[config.mk]
export PLATFORM = sky130hd
export DESIGN_NAME = conv_result_collector16
export DESIGN_NICKNAME = d
export VERILOG_FILES = /design/src/rtl/conv_result_collector16.sv
export SDC_FILE = /design/constraint.sdc
export NUM_CORES = 1
export LEC_CHECK = 0
export ABC_AREA = 1
export CELL_PAD_IN_SITES_DETAIL_PLACEMENT = 1
export CELL_PAD_IN_SITES_GLOBAL_PLACEMENT = 2
export CORE_MARGIN = 8
export CORE_UTILIZATION = 31
export DETAILED_ROUTE_END_ITERATION = 6
export HOLD_SLACK_MARGIN = 0.05
export PLACE_DENSITY = 0.8
export SYNTH_ARGS = -nofsm -noshare
export SYNTH_HDL_FRONTEND = slang
export SYNTH_SLANG_ARGS = --single-unit
[constraint.sdc]
create_clock -name clk -period 2.9 [get_ports clk]
set_input_delay 0.87 -clock clk [delete_from_list [all_inputs] [get_ports clk]]
set_output_delay 0.87 -clock clk [all_outputs]
set_load 0.01 [all_outputs]
[src/rtl/conv_result_collector16.sv]
// Result collector behind the fp16 3x3 MAC PE: bias add, optional ReLU, address tagging,
// show-ahead result FIFO with valid/ready drain, frame tracking and sticky overflow.
module conv_result_collector16 #(
  parameter int data_width = 16,
  parameter int out_height = 26,
  parameter int out_width  = 26,
  parameter int fifo_depth = 4,
  parameter int addr_width = 10
) (
  input  logic                  clk,
  input  logic                  reset,
  input  logic                  frame_start,
  input  logic [data_width-1:0] pe_result,
  input  logic                  pe_valid,
  input  logic [data_width-1:0] bias,
  input  logic                  relu_en,
  output logic [data_width-1:0] out_data,
  output logic [addr_width-1:0] out_addr,
  output logic                  out_valid,
  input  logic                  out_ready,
  output logic                  frame_done,
  output logic                  overflow
);

  localparam int ptr_w    = $clog2(fifo_depth);
  localparam int cnt_w    = ptr_w + 1;
  localparam int row_w    = (out_height > 1) ? $clog2(out_height) : 1;
  localparam int col_w    = (out_width > 1) ? $clog2(out_width) : 1;
  localparam int total_px = out_height * out_width;
  localparam int pix_w    = (total_px > 1) ? $clog2(total_px) : 1;
  localparam int entry_w  = data_width + addr_width;

  // fp16 adder shared with the PE: 3 guard bits, round-to-nearest-even, subnormals kept
  function automatic logic [15:0] float_add16(input logic [15:0] a, input logic [15:0] b);
    logic [15:0] x;
    logic [15:0] y;
    logic [4:0]  ex;
    logic [4:0]  ey;
    logic [4:0]  shift;
    logic [13:0] mx;
    logic [13:0] my;
    logic        sticky;
    logic [14:0] sum;
    logic [5:0]  exp_r;
    logic [14:0] packed_r;
    logic        round_up;
    logic [15:0] res;
    res = 16'h0000;
    if (a[14:0] >= b[14:0]) begin
      x = a;
      y = b;
    end else begin
      x = b;
      y = a;
    end
    ex = x[14:10];
    ey = y[14:10];
    if (ex == 5'd31) begin
      if (x[9:0] != 10'd0) begin
        res = x | 16'h0200;
      end else if ((ey == 5'd31) && (x[15] != y[15])) begin
        res = 16'h7E00;
      end else begin
        res = x;
      end
    end else begin
      mx     = {(ex != 5'd0), x[9:0], 3'b000};
      my     = {(ey != 5'd0), y[9:0], 3'b000};
      shift  = ((ex == 5'd0) ? 5'd1 : ex) - ((ey == 5'd0) ? 5'd1 : ey);
      sticky = 1'b0;
      for (int i = 0; i < 14; i++) begin
        if (int'(shift) > i) begin
          sticky = sticky | my[0];
          my     = my >> 1;
        end else begin
          my = my;
        end
      end
      my = {my[13:1], my[0] | sticky};
      if (x[15] == y[15]) begin
        sum = {1'b0, mx} + {1'b0, my};
      end else begin
        sum = {1'b0, mx} - {1'b0, my};
      end
      if (sum == 15'd0) begin
        res = (x[15] & y[15]) ? 16'h8000 : 16'h0000;
      end else begin
        exp_r = {1'b0, ((ex == 5'd0) ? 5'd1 : ex)};
        if (sum[14]) begin
          sum   = {1'b0, sum[14:2], sum[1] | sum[0]};
          exp_r = exp_r + 6'd1;
        end else begin
          sum = sum;
        end
        for (int i = 0; i < 13; i++) begin
          if (!sum[13] && (exp_r > 6'd1)) begin
            sum   = sum << 1;
            exp_r = exp_r - 6'd1;
          end else begin
            sum = sum;
          end
        end
        if (!sum[13]) begin
          exp_r = 6'd0;
        end else begin
          exp_r = exp_r;
        end
        if (exp_r >= 6'd31) begin
          res = {x[15], 15'h7C00};
        end else begin
          // rounding carry ripples into the exponent field, which also yields Inf on overflow
          round_up = sum[2] & (sum[1] | sum[0] | sum[3]);
          packed_r = {exp_r[4:0], sum[12:3]} + {14'd0, round_up};
          res      = {x[15], packed_r};
        end
      end
    end
    return res;
  endfunction

  logic [data_width-1:0] s1_data_r;
  logic                  s1_relu_r;
  logic                  s1_vld_r;
  logic [row_w-1:0]      row_r;
  logic [col_w-1:0]      col_r;
  logic [pix_w-1:0]      rd_cnt_r;
  logic [entry_w-1:0]    mem_r [fifo_depth];
  logic [ptr_w-1:0]      wr_ptr_r;
  logic [ptr_w-1:0]      rd_ptr_r;
  logic [cnt_w-1:0]      count_r;
  logic [data_width-1:0] out_data_r;
  logic [addr_width-1:0] out_addr_r;
  logic                  out_valid_r;
  logic                  frame_done_r;
  logic                  overflow_r;

  logic                  pop_s;
  logic                  full_s;
  logic                  wr_s;
  logic                  drop_s;
  logic [data_width-1:0] wdata_s;
  logic [addr_width-1:0] waddr_s;
  logic [cnt_w-1:0]      count_n_s;
  logic [ptr_w-1:0]      rd_ptr_n_s;
  logic [entry_w-1:0]    head_n_s;

  // FIFO control and next head value, so outputs can be registered yet stay show-ahead
  always_comb begin
    pop_s      = out_valid_r & out_ready;
    full_s     = (count_r == cnt_w'(fifo_depth));
    wr_s       = s1_vld_r & (~full_s | pop_s);
    drop_s     = s1_vld_r & full_s & ~pop_s;
    wdata_s    = (s1_relu_r & s1_data_r[data_width-1]) ? {data_width{1'b0}} : s1_data_r;
    waddr_s    = addr_width'(row_r) * addr_width'(out_width) + addr_width'(col_r);
    count_n_s  = count_r + cnt_w'(wr_s) - cnt_w'(pop_s);
    rd_ptr_n_s = rd_ptr_r + ptr_w'(pop_s);
    if (count_n_s == {cnt_w{1'b0}}) begin
      head_n_s = {out_data_r, out_addr_r};
    end else if (wr_s && ((count_r - cnt_w'(pop_s)) == {cnt_w{1'b0}})) begin
      head_n_s = {wdata_s, waddr_s};
    end else begin
      head_n_s = mem_r[rd_ptr_n_s];
    end
  end

  // Stage 1: bias add and ReLU-enable capture
  always_ff @(posedge clk or negedge reset) begin
    if (!reset) begin
      s1_data_r <= {data_width{1'b0}};
      s1_relu_r <= 1'b0;
      s1_vld_r  <= 1'b0;
    end else if (frame_start) begin
      s1_vld_r <= 1'b0;
    end else if (pe_valid) begin
      s1_data_r <= float_add16(pe_result, bias);
      s1_relu_r <= relu_en;
      s1_vld_r  <= 1'b1;
    end else begin
      s1_vld_r <= 1'b0;
    end
  end

  // Write-side pixel position; advances even when the result is dropped
  always_ff @(posedge clk or negedge reset) begin
    if (!reset) begin
      row_r <= {row_w{1'b0}};
      col_r <= {col_w{1'b0}};
    end else if (frame_start) begin
      row_r <= {row_w{1'b0}};
      col_r <= {col_w{1'b0}};
    end else if (s1_vld_r) begin
      if (col_r == col_w'(out_width - 1)) begin
        col_r <= {col_w{1'b0}};
        row_r <= (row_r == row_w'(out_height - 1)) ? {row_w{1'b0}} : row_r + row_w'(1);
      end else begin
        col_r <= col_r + col_w'(1);
      end
    end else begin
      col_r <= col_r;
    end
  end

  // FIFO storage, pointers, registered head and sticky overflow
  always_ff @(posedge clk or negedge reset) begin
    if (!reset) begin
      for (int i = 0; i < fifo_depth; i++) mem_r[i] <= {entry_w{1'b0}};
      wr_ptr_r    <= {ptr_w{1'b0}};
      rd_ptr_r    <= {ptr_w{1'b0}};
      count_r     <= {cnt_w{1'b0}};
      out_data_r  <= {data_width{1'b0}};
      out_addr_r  <= {addr_width{1'b0}};
      out_valid_r <= 1'b0;
      overflow_r  <= 1'b0;
    end else if (frame_start) begin
      wr_ptr_r    <= {ptr_w{1'b0}};
      rd_ptr_r    <= {ptr_w{1'b0}};
      count_r     <= {cnt_w{1'b0}};
      out_valid_r <= 1'b0;
      overflow_r  <= 1'b0;
    end else begin
      if (wr_s) begin
        mem_r[wr_ptr_r] <= {wdata_s, waddr_s};
        wr_ptr_r        <= wr_ptr_r + ptr_w'(1);
      end else begin
        wr_ptr_r <= wr_ptr_r;
      end
      rd_ptr_r    <= rd_ptr_n_s;
      count_r     <= count_n_s;
      out_valid_r <= (count_n_s != {cnt_w{1'b0}});
      out_data_r  <= head_n_s[entry_w-1:addr_width];
      out_addr_r  <= head_n_s[addr_width-1:0];
      overflow_r  <= overflow_r | drop_s;
    end
  end

  // Read-side count of accepted pixels drives the end-of-frame pulse
  always_ff @(posedge clk or negedge reset) begin
    if (!reset) begin
      rd_cnt_r     <= {pix_w{1'b0}};
      frame_done_r <= 1'b0;
    end else if (frame_start) begin
      rd_cnt_r     <= {pix_w{1'b0}};
      frame_done_r <= 1'b0;
    end else if (pop_s) begin
      if (rd_cnt_r == pix_w'(total_px - 1)) begin
        rd_cnt_r     <= {pix_w{1'b0}};
        frame_done_r <= 1'b1;
      end else begin
        rd_cnt_r     <= rd_cnt_r + pix_w'(1);
        frame_done_r <= 1'b0;
      end
    end else begin
      frame_done_r <= 1'b0;
    end
  end

  assign out_data   = out_data_r;
  assign out_addr   = out_addr_r;
  assign out_valid  = out_valid_r;
  assign frame_done = frame_done_r;
  assign overflow   = overflow_r;

endmodule
==> reports/metrics.yaml, run 1 <==
port_buffers: 66
status: "complete, but fails checks"
start_util_pct: 31.3
crit_fanout: 8
yosys_warnings: 0
core_um2: 61500
ant_nets: 0
synthArstFlopShare_pct: 100
slowest_delay_ps: 400
viasPerCell: 4.99
layout-drive-gt1-share_pct: 39.2
antenna_cells: 0
die-height_um: 265
violations: "setup timing"
drt_iter0_drc: 981
syn-instance-count: 3130
r2r_start: "row_r[1]$_DFFE_PN0P_"
pin_count: 67
syn2layout_area_growth_pct: 59.0
synth_cell_types: 61
grtUsageTotal_pct: 21.2
hpwlAfterDp_mm: 55.5
dr_total_vias: 23859
crit_type: "in2reg"
root_buffer: "clkbuf_16"
grt_pass1_vias: 25763
drt_first_pass_iters: 5
avgSynthCellArea_um2: 6.14
cp_common_cell: "nand2_4"
slowest_stage: "fa_2"
antenna_found_initial: 0
synth.ff_latch_count: 178
worstPathArrival_ps: 18890
cts_sinks: 178
rrSetupSlack_ps: -270
cts_tree: "yes"
wirelength_mm: 80.9
rsz0062_at_grt: "yes"
crit_buf_inv: 33
synth-seq-area-share_pct: 23.2
tightestPinTransition_ps: 615
grt_pass1_wl_mm: 126
hold_path.class: "in2async"
reg2regPathDepth: 17
synth_edf_count: 0
wl_per_cell_um: 16.9
cp-end-kind: "flop"
crit_required_ps: 3260
rows: 91
gp_congestion: 0.858
syn_area_um2: 19200
relSlewSlack_pct: 58.8
post-route-period-util_pct: 639
clk_pin_slew_ps: 70
clk_latency_ps: 450
cts_buffers: 17
dieArea_um2: 70200
fin_nets: 4126
cp-start-kind: "input pin"
path_delay_family: "simple AND/OR/NAND/NOR gates"
fin_skew_ps: 11.7
grt_overflow_total: 0
clock_path_buffers: 2
die_w_um: 265
grt_max_degree: 71
finalCriticalPeriod_ps: 18530
r2r-end: "mem_r[87]$_DFFE_PN0P_"
synth_nets: 3274
hold_viol_final: 0
setup_ws_ps: -15630
finalSetupViolCount: 27
ctsHtreeMaxLevel: 4
ys.flop_type: "dfrtp_1"
achievable-frequency_mhz: 54.0
maxSlewViolCount: 0
stdcell_count: 4784
drv_cap: 0
n_fill_cell: 7800
place_inst: 4555
post-route-drc-count: 0
-- stage by stage --
stage / util (%) / hold WS, ps / TNS, ps / setup WS (ps) / area (µm²)
detailed placement: 43.1 / 463 / -279400 / -16600 / 26500
global placement: 43.1 / 461 / -256290 / -15390 / 26500
global route: 49.7 / 272 / -262010 / -16970 / 30600
CTS: 47.3 / 260 / -231900 / -15080 / 29100
floorplan: - / 442 / -254210 / -16370 / 20200
finish: 49.7 / 270 / -239870 / -15630 / 30600
-- synth_stat cells, types with 18 or more instances --
library cell | count | area, µm²
nand4_1 | 55 | 344
clkbuf_1 | 57 | 214
a21oi_1 | 88 | 440
dfrtp_1 | 178 | 4450
nand3_2 | 18 | 180
inv_2 | 28 | 105
nand3_1 | 259 | 1300
xor2_1 | 37 | 324
ha_1 | 100 | 1250
nor2_2 | 34 | 213
nand2_1 | 973 | 3650
buf_4 | 25 | 188
nor2_1 | 244 | 916
o211ai_1 | 27 | 203
inv_1 | 429 | 1610
o21ai_0 | 276 | 1380
nand2_4 | 22 | 248
nand2_2 | 86 | 538
-- final cells by class --
class                      instances  area (µm²)  area share, %
multi-input combinational       2382       15000           49.0
timing repair buffer             936        7740           25.3
sequential                       178        4460           14.6
inverter                         466        1850           6.04
tap                              790         988           3.23
clock buffer                      18         429           1.40
clock inverter                    13         129          0.422
timing repair inverter             1        7.51         0.0246
-- sequential cells by signal (all words and copies together) (netlist names), 2 cells and up --
register	flops
count_r	3
out_addr	10
rd_cnt_r	10
wr_ptr_r	2
out_data	16
s1_data_r	16
mem_r	104
rd_ptr_r	2
col_r	5
row_r	5
-- worst reg2reg max path, stage by stage, from the launching register on --
cell and delay [ps]:
dfrtp_2 460, ha_4 280, inv_2 30, fa_1 550, inv_2 70, ha_4 160
a21oi_2 120, inv_2 50, a31oi_4 160, or2_4 180, nand2_4 60, a21oi_4 140
xor2_2 230, xor2_1 190, buf_4 170, buf_6 140, nand2_2 50, o21ai_1 70
-- routing by layer --
metal | vias to the layer above | track usage (%) | routed length, µm
li1 | 11659 | - | -
met1 | 11670 | 23.9 | 32500
met2 | 370 | 41.5 | 44300
met3 | 160 | 1.80 | 1830
met4 | 0 | 6.48 | 2300
met5 | - | 0 | 0
-- kinds of logic after synthesis --
| group | Yosys count | synth area share, % |
|---|---|---|
| AND/OR/NAND/NOR | 1751 | 41.1 |
| buffers and inverters | 572 | 12.4 |
| AO/OA/AOI/OAI | 473 | 13.8 |
| flip-flops | 178 | 23.2 |
| adder cells (fa/ha/maj) | 106 | 7.14 |
| XOR/XNOR | 48 | 2.29 |
| multiplexers | 2 | 0.104 |
-- worst max path at each step --
stage | cells past startpoint | endpoint | startpoint
after floorplan | 179 | s1_data_r[10]$_DFFE_PN0P_ | bias[14]
after global placement | 164 | s1_data_r[12]$_DFFE_PN0P_ | bias[4]
after detailed placement | 163 | s1_data_r[7]$_DFFE_PN0P_ | pe_result[2]
after CTS | 168 | s1_data_r[12]$_DFFE_PN0P_ | bias[14]
after global routing | 173 | s1_data_r[9]$_DFFE_PN0P_ | bias[2]
final | 162 | s1_data_r[9]$_DFFE_PN0P_ | bias[1]
-- timing repair --
item / 4_1_cts / 5_1_grt
pin swaps: 168 / 249
gates resized for setup: 277 / 361
buffers inserted: 142 / 62
gates cloned: 8 / 0
setup endpoints to repair: 59 / 149
hold buffers: 0 / 0
-- cells in the final DEF, fill, tap and decap left out, types with 55 or more instances in the layout --
cell type and n:
inv_2 59, nand4_1 55, buf_6 74, nand2_2 117, nand2_1 851, nor2_1 204, inv_1 373, dfrtp_1 177
o21ai_0 245, buf_4 791, nand3_1 198, nand2_4 109, nand3_2 66, a21oi_1 73
Power of run 1 is left out: the tool's default activity adds up to more than one toggle a clock period on the data nets, which glitch-free logic cannot reach.
==> run 2, diff against run 1 <==
--- a/config.mk
+++ b/config.mk
@@ -12,7 +12,9 @@
 export CORE_UTILIZATION = 31
 export DETAILED_ROUTE_END_ITERATION = 6
 export HOLD_SLACK_MARGIN = 0.05
+export MAX_ROUTING_LAYER = met4
 export PLACE_DENSITY = 0.8
+export SLEW_MARGIN = 10
 export SYNTH_ARGS = -nofsm -noshare
 export SYNTH_HDL_FRONTEND = slang
 export SYNTH_SLANG_ARGS = --single-unit
==> run 2 against run 1 <==
The flow still finishes with violations (setup timing). Global-route usage is 0.94 points higher. Count of clock-buffer cells in the layout stayed put. Hold slack worse by 35 ps. Final cell count hardly changed. Non-clock buffer count is 3 higher. First-iteration DRC count is 0.92% lower. Clock skew is 0.93 ps lower. Die area stayed put. Register-to-register slack hardly changed. Sequential share of layout area hardly changed. Utilization hardly changed. Critical path depth is 5 higher. Critical endpoint is now s1_data_r[8]$_DFFE_PN0P_. Largest cell class unchanged.
==> reports/metrics.yaml, run 2 (synthesis gave the netlist of run 1 again) <==
antenna_cells: 0
ctsHtreeMaxLevel: 4
crit_buf_inv: 23
slowest_stage: "fa_2"
syn2layout_area_growth_pct: 59.1
port_buffers: 66
achievable-frequency_mhz: 54.1
relSlewSlack_pct: 59.3
hold_viol_final: 0
grt_max_degree: 74
status: "complete, but fails checks"
hold_buffers: 0
finalCriticalPeriod_ps: 18490
clk_pin_slew_ps: 70
clk_latency_ps: 460
layout-drive-gt1-share_pct: 39.8
n_fill_cell: 7908
root_buffer: "clkbuf_16"
cts_tree: "yes"
fin_nets: 4129
largest_reg_flops: 104
ff_latch_area_um2: 4450
r2r-end: "mem_r[35]$_DFFE_PN0P_"
antenna_found_initial: 0
place_inst: 4554
violations: "setup timing"
drt_first_pass_iters: 5
crit_type: "in2reg"
finalSetupTns_ps: -239470
rows: 91
crit_required_ps: 3250
die-height_um: 265
cp_common_cell: "nand2_4"
clock_path_buffers: 2
crit_fanout: 8
stdcell_count: 4788
dieArea_um2: 70200
grt_pass1_wl_mm: 128
rsz0062_at_grt: "yes"
grt_overflow_total: 0
wl_per_cell_um: 16.6
cts_sinks: 178
wirelength_mm: 79.5
post-route-period-util_pct: 638
finalSetupViolCount: 31
reg2regPathDepth: 17
gp_congestion: 0.864
start_util_pct: 31.3
final_common_cell: "nand2_1"
pin_count: 67
dr_total_vias: 23788
core_um2: 61500
hold_path.class: "in2async"
post-route-drc-count: 0
r2r_start: "row_r[1]$_DFFE_PN0P_"
viasPerCell: 4.97
rrSetupSlack_ps: -270
ant_nets: 0
multi_input_area_um2: 15100
cp-end-kind: "flop"
cts_buffers: 17
grt_pass1_vias: 25786
fin_skew_ps: 10.8
layout_common_cells: "nand2_1 (848), buf_4 (803), inv_1 (376), o21ai_0 (243), nor2_1 (193)"
top_register: "mem_r"
slowest_delay_ps: 390
tightestPinTransition_ps: 609
path_delay_family: "simple AND/OR/NAND/NOR gates"
hpwlAfterDp_mm: 55.4
grtUsageTotal_pct: 22.1
die_w_um: 265
maxSlewViolCount: 0
setup_ws_ps: -15590
worstPathArrival_ps: 18840
drv_cap: 0
cp-start-kind: "input pin"
drt_iter0_drc: 972
-- run 2: changes by cell type in the layout (fill, tap and decap cells not counted), sizes merged --
cell / change
clkinv: -3
clkbuf: -2
buf: +3
bufbuf: +2
inv: +4
-- run 2: layout make-up --
class / instances / area share [%]
Multi-Input combinational cell: 2382 / 49.2
Timing Repair Buffer: 939 / 25.0
Sequential cell: 178 / 14.6
Inverter: 466 / 6.03
Tap cell: 790 / 3.23
Clock buffer: 18 / 1.40
Clock inverter: 14 / 0.524
Timing Repair inverter: 1 / 0.0246
-- run 2: through the flow --
stage          setup WS (ps)  util [%]  hold WS, ps  cell area [µm²]
4_1_cts               -14980      48.1          223            29600
2_1_floorplan         -16370         -          442            20200
5_1_grt               -16660      49.7          226            30600
3_5_place_dp          -16880      43.0          466            26500
6_report              -15590      49.7          235            30600
3_3_place_gp          -15490      43.0          461            26500
-- run 2: worst max path at each step --
stage	cells past startpoint	from	slack (ps)	end
6_report	167	pe_result[11]	-15590	s1_data_r[8]$_DFFE_PN0P_
5_1_grt	163	pe_result[14]	-16660	s1_data_r[8]$_DFFE_PN0P_
4_1_cts	168	bias[14]	-14980	s1_data_r[8]$_DFFE_PN0P_
3_5_place_dp	168	bias[4]	-16880	s1_data_r[4]$_DFFE_PN0P_
3_3_place_gp	163	pe_result[2]	-15490	s1_data_r[4]$_DFFE_PN0P_
2_1_floorplan	179	bias[14]	-16370	s1_data_r[10]$_DFFE_PN0P_
-- run 2: timing repair --
item                       CTS  global route
setup endpoints to repair   55           146
resized for setup          387           242
cloned                       7             1
buffers inserted           184            53
pin swaps                  198           212
-- run 2: per-layer routing --
layer | GRT usage, % | part of all wire, %
met1 | 24.2 | 41
met3 | 1.96 | 1.8
met5 | - | 0
met4 | 7.21 | 2.9
met2 | 41.9 | 54
-- run 2: worst register-to-register path, delay by kind of cell (launching register included) --
kind,cells,cell delay [ps]
xor gates and xnor gates,2,390
AOI/OAI and AO/OA,4,510
adders and majority gates,3,1010
DFF,1,420
and+or+nand+nor,3,290
buffers and inverters,5,470
Power of run 2 is left out for the same reason.
